<file path="src/rtl/mem_arbiter_pkg.sv">
// Bus widths shared between the core and the memory arbiter.
package mem_arbiter_pkg;
    localparam int ADDR_W = 19;
    localparam int DATA_W = 16;
    localparam int BSEL_W = 2;
endpackage

</file>
<file path="src/rtl/mem_arbiter.sv">
// Purpose: merges the core's instruction and data ports onto one backend port, round-robin on ties.
// Latency: a request seen in IDLE is granted next cycle; acks and read data pass through combinationally.
// Backpressure: a grant is held until q_m_ack; the other requester simply stays pending until re-arbitration.
module mem_arbiter
    import mem_arbiter_pkg::*;
(
    input  logic              clk,
    input  logic              reset,

    input  logic [ADDR_W:1]   instr_m_addr,
    output logic [DATA_W-1:0] instr_m_data_in,
    input  logic              instr_m_access,
    output logic              instr_m_ack,

    input  logic [ADDR_W:1]   data_m_addr,
    output logic [DATA_W-1:0] data_m_data_in,
    input  logic [DATA_W-1:0] data_m_data_out,
    input  logic              data_m_access,
    output logic              data_m_ack,
    input  logic              data_m_wr_en,
    input  logic [BSEL_W-1:0] data_m_bytesel,
    input  logic              d_io,

    output logic [ADDR_W:1]   q_m_addr,
    input  logic [DATA_W-1:0] q_m_data_in,
    output logic [DATA_W-1:0] q_m_data_out,
    output logic              q_m_access,
    input  logic              q_m_ack,
    output logic              q_m_wr_en,
    output logic [BSEL_W-1:0] q_m_bytesel,
    output logic              q_m_io
);

    typedef enum logic [1:0] {
        IDLE        = 2'd0,
        GRANT_DATA  = 2'd1,
        GRANT_INSTR = 2'd2
    } state_e;

    state_e state_q, state_d;
    logic   last_was_data_q, last_was_data_d;

    always_ff @(posedge clk or posedge reset) begin
        if (reset) begin
            state_q         <= IDLE;
            last_was_data_q <= 1'b0;
        end else begin
            state_q         <= state_d;
            last_was_data_q <= last_was_data_d;
        end
    end

    always_comb begin
        state_d         = state_q;
        last_was_data_d = last_was_data_q;
        case (state_q)
            IDLE: begin
                // On a tie the port that was not served last wins.
                if (data_m_access && (!instr_m_access || !last_was_data_q)) begin
                    state_d = GRANT_DATA;
                end else if (instr_m_access) begin
                    state_d = GRANT_INSTR;
                end
            end
            GRANT_DATA: begin
                if (q_m_ack) begin
                    state_d         = IDLE;
                    last_was_data_d = 1'b1;
                end
            end
            GRANT_INSTR: begin
                if (q_m_ack) begin
                    state_d         = IDLE;
                    last_was_data_d = 1'b0;
                end
            end
            default: begin
                state_d = IDLE;
            end
        endcase
    end

    always_comb begin
        q_m_access   = 1'b0;
        q_m_addr     = '0;
        q_m_data_out = '0;
        q_m_wr_en    = 1'b0;
        q_m_bytesel  = '0;
        q_m_io       = 1'b0;
        case (state_q)
            GRANT_DATA: begin
                q_m_access   = 1'b1;
                q_m_addr     = data_m_addr;
                q_m_data_out = data_m_data_out;
                q_m_wr_en    = data_m_wr_en;
                q_m_bytesel  = data_m_bytesel;
                q_m_io       = d_io;
            end
            GRANT_INSTR: begin
                q_m_access  = 1'b1;
                q_m_addr    = instr_m_addr;
                q_m_bytesel = {BSEL_W{1'b1}};
            end
            default: begin
            end
        endcase
    end

    assign instr_m_data_in = q_m_data_in;
    assign data_m_data_in  = q_m_data_in;
    assign data_m_ack      = q_m_ack && (state_q == GRANT_DATA);
    assign instr_m_ack     = q_m_ack && (state_q == GRANT_INSTR);

endmodule

</file>
<file path="config.mk">
export PLATFORM = sky130hd
export DESIGN_NAME = mem_arbiter
export DESIGN_NICKNAME = d
export VERILOG_FILES = /design/src/rtl/mem_arbiter_pkg.sv /design/src/rtl/mem_arbiter.sv
export SDC_FILE = /design/constraint.sdc
export NUM_CORES = 1
export LEC_CHECK = 0
export BUFFER_PORTS_ARGS = -buffer_cell sky130_fd_sc_hd__buf_2
export CORE_UTILIZATION = 28
export CTS_CLUSTER_SIZE = 28
export DETAILED_ROUTE_END_ITERATION = 8
export PLACE_DENSITY_LB_ADDON = 0.12
export RECOVER_POWER = 100
export SYNTH_ARGS = -nofsm -noshare
export SYNTH_HDL_FRONTEND = slang
export SYNTH_SLANG_ARGS = --single-unit
</file>
<file path="constraint.sdc">
create_clock -name clk -period 1.5 [get_ports clk]
set_input_delay 0 -clock clk [delete_from_list [all_inputs] [get_ports clk]]
set_output_delay 0 -clock clk [all_outputs]
set_load 0.02 [all_outputs]
</file>
==> impl_metrics.toml, run 1 <==
[routing]
first_pass_iters = 2
routedWlPerCell_um = 12.8
ant_nets = 0
routed_wl_um = 3200
via_per_inst = 4.47
drc = 0
drt-initial-drc-count = 19
routed-via-count = 1112

[min_path]
hold_depth = 0
hold_start = "q_m_data_in[0]"
hold_path_end = "data_m_data_in[0]"
hold_path_class = "input port to primary output"

[worst_setup_path]
setup.worst_path.class = "flop to primary output"
cpPeakStageDelay_ns = 0.42
r2r-start = "state_q[1]$_DFFE_PP0P_"
cp_cell_sequence = "inv_2 -> ha_4 -> buf_12 -> a22oi_2 -> nor2b_1 -> buf_4"
r2r_slack_ns = 0.07
end_kind = "primary output"
rr_endpoint = "state_q[1]$_DFFE_PP0P_"
cp_data_arrival_time_ns = 1.46
critPathRequiredTime_ns = 1.50
crit_family = "buffers and inverters"
cp.depth = 6
r2r_cells = 6
worstPathMaxFanout = 18
crit_path_start_kind = "flop"
slowest_stage = "dfrtp_1"
crit_buf_inv = 3

[timing]
finalCritPeriodShare_pct = 97.5
maxSlewViolCount = 0
hold_viol_final = 0
finalSetupViolations = 0
finClkSkew_ns = 0.00138
fmax_mhz = 684
setup_slack_ns = 0.0377
relSlewSlack_pct = 86.8
tightest_slew_ns = 0.195
rsz0062_at_grt = "yes"
min_period_ns = 1.46

[layout]
layout.area.seq_um2 = 75.1
n_antenna_cell = 0
drive_gt1_share_pct = 72.7
multi_input_area_um2 = 668
area_growth_pct = 71.3
nets = 289
fillers = 321

[synth]
yosysMostFrequentCell = "buf_4"
synthesis.area_um2 = 911
ys.flop_type = "dfrtp_1"
synth_top_area_share_pct = 28.0
synth_cell_type_count = 18
syn_nets = 207
synth.yosys.seq_area_share_pct = 8.24
synthTopCellsByCount = "34 x buf_4, 21 x nor2b_1, 20 x and2_1"
yosysTopAreaCell = "buf_4"
synth_edf_count = 0
synth_seq_cells = 3
ys_warn_count = 0
syn_area_per_cell_um2 = 7.35
netlist_top_cells_area = "buf_4 28%, a22oi_1 16%, nor2b_1 14%"
synth-async-reset-ratio_pct = 100
syn-instance-count = 124

[clocking]
htree_levels = 1
cts_buffers = 3
clkSinkCount = 3
root_buffer = "clkbuf_4"
clock_path_buffers = 2
clk_latency_ns = 0.23
clk_pin_slew_ns = 0.04
tritoncts = "done"

[global_route]
antenna_found_initial = 0
grt_pass1_wl_um = 3990
grt_pass1_vias = 892
overflow = 0
grt_max_degree = 19
grt_usage_pct = 14.9

[power_and_ir_drop]
p_leak_nw = 0.804
peakVddDrop_v = 0.000894
finalPower_mw = 2.70
p_per_area_nw_per_um2 = 1730

[die]
core_um2 = 3080
start_util_pct = 29.6
die-area_um2 = 3490
std_cell_rows = 20
chipWidth_um = 59.0
fp.dieH_um = 59.0
pin_count = 153

[place]
io_buffers = 104
dp_hpwl_um = 2390
dpl_worst_slack_ns = 0.156
gp_congestion = 0.670

[outcome]
outcome = "complete, no violations"

[flow_run]
cap_violations = 0
-- worst max path at each step --
stage	to	slack, ns	startpoint
floorplan	q_m_addr[10]	0.06	state_q[0]$_DFFE_PP0P_
global placement	q_m_addr[9]	0.21	state_q[0]$_DFFE_PP0P_
detailed placement	q_m_bytesel[0]	0.16	state_q[0]$_DFFE_PP0P_
CTS	q_m_addr[7]	0.005	state_q[0]$_DFFE_PP0P_
global route	q_m_addr[12]	-0.04	state_q[0]$_DFFE_PP0P_
finish	q_m_addr[12]	0.04	state_q[1]$_DFFE_PP0P_
-- placed cells by master (no fill, tap or decap), drive strengths merged --
cell / count
and2: 20
dlygate4sd3: 1
inv: 5
a22oi: 19
a21oi: 3
nand2: 1
ha: 4
dfrtp: 3
buf: 116
a21boi: 1
o21ai: 4
o2111ai: 1
nand2b: 1
clkbuf: 4
nor2b: 21
a32o: 1
-- layer usage --
layer  vias to the layer above  routed length (um)  global-route usage, %
li1                        549                   -                      -
met1                       503                1100                   16.3
met2                        54                1800                   28.7
met3                         6                 256                   1.75
met4                         0                  36                   6.12
met5                         -                   0                      0
-- registers in the layout, summed over array words and instances, names as in the netlist --
name	count
last_was_data_q	1
state_q	2
-- final cells by class --
cell class              instances  area share [%]
clock buffers                   4            1.68
repair buffers                117            46.0
well taps                      44            3.53
flip-flops and latches          3            4.81
multi-input cells              76            42.8
inverters                       5            1.20
-- report_power, final --
part	internal (mW)	switching, mW
registers	0.118	0.0372
logic	1.19	1.21
clock network	0.0998	0.0426
-- kinds of logic after synthesis --
family	after synthesis	share of synthesized area (%)
AO/OA/AOI/OAI	29	22.8
adder cells (fa/ha/maj)	4	5.49
buffers and inverters	45	33.4
flip-flops	3	8.24
AND/OR/NAND/NOR	43	30.1
-- metrics by stage --
stage               hold slack [ns]  instances  TNS (ns)  cell area, um2  util, %
floorplan                    -0.246        124         0             911        -
global placement             -0.126        239         0            1270     41.1
detailed placement           -0.118        239         0            1270     41.1
CTS                        0.000211        246         0            1360     44.2
global route              0.0000439        249    -0.291            1560     50.7
finish                   0.00000973        249         0            1560     50.7
-- repair_timing --
| action | 4_1_cts | 5_1_grt |
|---|---|---|
| endpoints found under the hold margin | 3 | 0 |
| resized for setup | 10 | 49 |
| pin swaps | 0 | 6 |
| setup buffers | 2 | 3 |
| setup endpoints to repair | 39 | 22 |
| hold buffers | 1 | 0 |
(Power assumes the default switching activity.)
==> run 2, diff against run 1 <==
- clock period: 1.5 -> 1.66 ns (I/O delays scaled with it)
==> run 2 against run 1 <==
Net effect:
- global-route usage fell by 0.60 points
- highest routed layer unchanged
- critical path depth did not move
- worst setup slack improved by 0.072 ns
- combinational power fell by 28%
- first-iteration DRC count rose by 47%
- non-clock buffer count fell by 6
- clock power fell by 9.9%
- power fell by 26%
- core utilization fell by 8.0 points
- die area did not move
- largest cell class unchanged
==> impl_metrics.toml, run 2 (synthesized netlist as in run 1, its figures left out) <==
[timing]
finalSetupViolations = 0
tns_ns = 0
min_period_ns = 1.55
hold_viol_final = 0
rsz0062_at_grt = "no"
maxSlewViolCount = 0
finalCritPeriodShare_pct = 93.4
relSlewSlack_pct = 82.3
tightest_slew_ns = 0.267
finClkSkew_ns = 0.00472
fmax_mhz = 645

[layout]
largest_register_ffs = 2
post-route-util_pct = 42.6
drive_gt1_share_pct = 55.3
area_growth_pct = 44.1
final_common_cell = "buf_2"
fillers = 335
nets = 283
largest-register = "state_q"
final_area_um2 = 1310
final_cell_mix = "72 x buf_2, 26 x clkbuf_2, 21 x nor2b_1"
reg_top3 = "state_q (2), last_was_data_q (1)"
n_antenna_cell = 0

[die]
die-area_um2 = 3490
fp.dieH_um = 59.0
start_util_pct = 29.6
std_cell_rows = 20
chipWidth_um = 59.0
core_um2 = 3080
pin_count = 153

[global_route]
grt_max_degree = 25
grt_pass1_vias = 938
grt_pass1_wl_um = 3940
antenna_found_initial = 0
grt_usage_pct = 14.3
overflow = 0

[clocking]
root_buffer = "clkbuf_4"
clk_latency_ns = 0.23
clk_pin_slew_ns = 0.04
cts_buffers = 3
tritoncts = "done"
clock_path_buffers = 2
cts_setup_buffers = 0
htree_levels = 1
clkSinkCount = 3

[worst_setup_path]
end_kind = "primary output"
cp_data_arrival_time_ns = 1.55
setup.worst_path.class = "flop to primary output"
crit_path_start_kind = "flop"
cpPeakStageDelay_ns = 0.41
worstPathMaxFanout = 11
critPathRequiredTime_ns = 1.66
slowest_stage = "dfrtp_1"
cp_cell_sequence = "inv_2 -> ha_1 -> buf_4 -> a22oi_1 -> nor2b_1 -> buf_2"

[routing]
via_per_inst = 4.42
routedWlPerCell_um = 11.6
drc = 0
routed_wl_um = 2820
first_pass_iters = 4
drt-initial-drc-count = 28
ant_nets = 0
routed-via-count = 1073

[place]
gp_congestion = 0.730
dp_hpwl_um = 2320
postPlaceCellArea_um2 = 1250
io_buffers = 104

[outcome]
outcome = "complete, no violations"

[power_and_ir_drop]
p_sw_share_pct = 51.7
seq_power_share_pct = 6.9
p_switching_mw = 1.03
p_per_area_nw_per_um2 = 1520
peakVddDrop_v = 0.000683
clkPwrFrac_pct = 6.4
internal-power_mw = 0.961
power_frac_comb_pct = 86.7
p_leak_nw = 0.705

[flow_run]
cap_violations = 0

[min_path]
hold_path_class = "input port to primary output"
run 2: metal layers:
| layer | track usage, % | up-vias | routed length (um) |
|---|---|---|---|
| li1 | - | 531 | - |
| met5 | 0 | - | 0 |
| met2 | 28.9 | 52 | 1500 |
| met1 | 14.9 | 488 | 1090 |
| met3 | 2.18 | 2 | 228 |
| met4 | 4.08 | 0 | 6 |
run 2: what timing repair did:
item                                    in CTS  in global routing
resized for setup                            0                  8
endpoints found under the hold margin        3                  0
hold buffers                                 1                  0
endpoints found under the setup margin       0                 17
run 2: final timing paths:
| kind | from | end | slack [ns] | cells after the start |
|---|---|---|---|---|
| setup reg to reg | state_q[1]$_DFFE_PP0P_ | state_q[0]$_DFFE_PP0P_ | 0.28 | 5 |
| setup / recovery | state_q[0]$_DFFE_PP0P_ | q_m_addr[14] | 0.11 | 6 |
| min in group asynchronous | reset | last_was_data_q$_DFFE_PP0P_ | 0.20 | 3 |
| hold / removal | q_m_data_in[0] | data_m_data_in[0] | 0.00001 | 0 |
| hold reg to reg | last_was_data_q$_DFFE_PP0P_ | last_was_data_q$_DFFE_PP0P_ | 0.51 | 2 |
| max in group asynchronous | reset | state_q[1]$_DFFE_PP0P_ | 1.31 | 3 |
run 2: metrics by stage:
step | power [mW] | hold WS [ns] | std cells | setup WS [ns]
floorplan | 1.37 | -0.246 | 124 | 0.225
global placement | 1.78 | -0.126 | 237 | 0.292
detailed placement | 1.79 | -0.121 | 237 | 0.244
CTS | 1.94 | 0.000211 | 242 | 0.00489
global route | 2.17 | 0.0000439 | 243 | 0.00467
finish | 1.99 | 0.00000970 | 243 | 0.110
run 2: critical path: cells and delay by family (launching register included):
family,cells,cell delay [ns]
AOI/OAI and AO/OA,1,0.20
adders and majority gates,1,0.22
buffers and inverters,3,0.42
DFF,1,0.41
and+or+nand+nor,1,0.07
run 2: power by group through the flow:
stage / Combinational [mW] / Sequential, mW / Clock, mW
after floorplan: 1.25 / 0.127 / 0
after global placement: 1.65 / 0.131 / 0
after detailed placement: 1.66 / 0.132 / 0
after CTS: 1.67 / 0.131 / 0.138
after global routing: 1.88 / 0.141 / 0.144
final: 1.73 / 0.137 / 0.128
run 2: final cells by class:
cell class | count | area [um2] | share of cell area [%]
timing repair buffer | 111 | 588 | 44.8
inverter | 5 | 18.8 | 1.43
tap | 44 | 55.1 | 4.19
clock buffer | 4 | 26.3 | 2.00
sequential | 3 | 75.1 | 5.72
multi-input combinational | 76 | 549 | 41.8
==> run 3, diff against run 2 <==
- ABC_AREA: default -> 1
- CTS_BUF_LIST: default -> sky130_fd_sc_hd__clkbuf_16
==> run 3 against run 2 <==
Net effect:
- clock skew decreased by 0.0040 ns
- synthesized area increased by 1.9%
- power decreased by 5.9%
- largest cell class unchanged
==> impl_metrics.toml, run 3 <==
[layout]
nets = 334
drive_gt1_share_pct = 38.0
largest_register_ffs = 2
final_common_cell = "nand2_1"
layoutNonFillerInstCount = 294
n_antenna_cell = 0
final_area_um2 = 1330
reg_top3 = "state_q (2), last_was_data_q (1)"
largest-register = "state_q"
area_growth_pct = 43.3
final_cell_mix = "72 x nand2_1, 69 x buf_2, 28 x inv_1"

[synth]
synth-async-reset-ratio_pct = 100
synth.yosys.seq_area_share_pct = 8.09
synthTopCellsByCount = "72 x nand2_1, 36 x buf_4, 27 x inv_1"
synth_top_area_share_pct = 29.1
netlist_top_cells_area = "buf_4 29%, nand2_1 29%, a21oi_1 13%"
ys.flop_type = "dfrtp_1"
syn_area_per_cell_um2 = 5.34
yosysTopAreaCell = "buf_4"
synth_seq_cells = 3
synthesis.area_um2 = 928
syn_nets = 257
yosysMostFrequentCell = "nand2_1"
synth_cell_type_count = 9
ys_warn_count = 0
synth_edf_count = 0
syn-instance-count = 174

[power_and_ir_drop]
p_leak_nw = 0.875
clkPwrFrac_pct = 20.2
peakVddDrop_v = 0.00115
power_frac_comb_pct = 73.3
p_per_area_nw_per_um2 = 1410
p_switching_mw = 0.991
internal-power_mw = 0.882
finalPower_mw = 1.87
seq_power_share_pct = 6.5
p_sw_share_pct = 52.9

[worst_setup_path]
critPathRequiredTime_ns = 1.66
worstPathMaxFanout = 12
setup.worst_path.class = "flop to primary output"
end_kind = "primary output"
crit_path_start_kind = "flop"
cp_data_arrival_time_ns = 1.54

[routing]
via_per_inst = 4.05
met3_length_um = 166
first_pass_iters = 4
routed-via-count = 1192
route.met2.wl_um = 1570
drc = 0
routed_wl_um = 2950
met1_length_um = 1180
ant_nets = 0
top_layer_used = "met4"
routedWlPerCell_um = 10.0
drt-initial-drc-count = 38

[die]
pin_count = 153
core_um2 = 3100
die-area_um2 = 3550
chipWidth_um = 59.6
fp.dieH_um = 59.6
start_util_pct = 29.9
std_cell_rows = 20

[global_route]
grt_pass1_vias = 998
grt_pass1_wl_um = 4410
antenna_found_initial = 0
overflow = 0
grt_usage_pct = 16.0
grt_max_degree = 22

[clocking]
clk_pin_slew_ns = 0.03
cts_buffers = 3
htree_levels = 1
clk_latency_ns = 0.22
tritoncts = "done"
root_buffer = "clkbuf_16"
clkSinkCount = 3
clock_path_buffers = 2

[outcome]
outcome = "complete, no violations"

[timing]
finalSetupViolations = 0
relSlewSlack_pct = 81.4
hold_viol_final = 0
rsz0062_at_grt = "no"
min_period_ns = 1.54
finalCritPeriodShare_pct = 92.7
maxSlewViolCount = 0
fmax_mhz = 650
tns_ns = 0
tightest_slew_ns = 0.280
setup_slack_ns = 0.121
finClkSkew_ns = 0.000771

[place]
dpl_worst_slack_ns = 0.359
io_buffers = 104
place_inst = 288
dp_hpwl_um = 2380
gp_congestion = 0.700
postPlaceCellArea_um2 = 1250

[min_path]
hold_path_class = "input port to primary output"

[flow_run]
cap_violations = 0
-- run 3: worst max-delay path, cell delays in order, from the launching register on --
cell	delay, ns
dfrtp_1	0.36
inv_1	0.09
ha_1	0.30
inv_1	0.07
buf_4	0.18
a21oi_1	0.13
clkbuf_2	0.19
-- run 3: kinds of logic after synthesis --
family                     after synthesis  synth area share [%]
buffers and inverters                   67                  42.9
adders and majority gates                4                  5.39
DFF                                      3                  8.09
and+or+nand+nor                         76                  30.7
AOI/OAI and AO/OA                       24                  12.9
-- run 3: through the flow --
stage | hold slack (ns) | utilization, %
after floorplan | -0.246 | -
after global placement | -0.126 | 40.4
after detailed placement | -0.128 | 40.4
after CTS | 0.000200 | 43.2
after global routing | 0.0000484 | 42.9
final | 0.0000110 | 42.9
-- run 3: per-layer routing --
layer	GRT usage, %	up-vias
li1	-	633
met1	19.2	510
met2	28.9	41
met3	1.97	8
met4	5.65	0
met5	0	-
-- run 3: power groups by stage --
stage | Clock [mW] | Sequential [mW] | Combinational [mW]
2_1_floorplan | 0 | 0.120 | 1.05
3_3_place_gp | 0 | 0.125 | 1.39
3_5_place_dp | 0 | 0.127 | 1.38
4_1_cts | 0.385 | 0.127 | 1.39
5_1_grt | 0.395 | 0.126 | 1.55
6_report | 0.378 | 0.122 | 1.37
-- run 3: cell type report --
class | instances | area (um2)
clock buffers | 3 | 75.1
inverters | 27 | 101
multi-input cells | 104 | 455
repair buffers | 112 | 564
fillers | 391 | 1770
well taps | 44 | 55.1
clock inverters | 1 | 3.75
flip-flops and latches | 3 | 75.1
-- run 3: final timing paths --
check | from | depth (start not counted) | slack, ns | end
min in group asynchronous | reset | 3 | 0.19 | last_was_data_q$_DFFE_PP0P_
hold / removal | q_m_data_in[10] | 0 | 0.00001 | instr_m_data_in[10]
setup / recovery | state_q[0]$_DFFE_PP0P_ | 6 | 0.12 | q_m_addr[10]
max in group asynchronous | reset | 3 | 1.34 | state_q[0]$_DFFE_PP0P_
setup reg to reg | state_q[0]$_DFFE_PP0P_ | 7 | 0.39 | state_q[0]$_DFFE_PP0P_
hold reg to reg | state_q[0]$_DFFE_PP0P_ | 2 | 0.52 | state_q[0]$_DFFE_PP0P_
-- run 3: repair_timing --
action	4_1_cts	5_1_grt
hold endpoints to repair	3	0
setup buffers	0	1
hold buffers	1	0
gates resized for setup	0	2
endpoints found under the setup margin	0	4
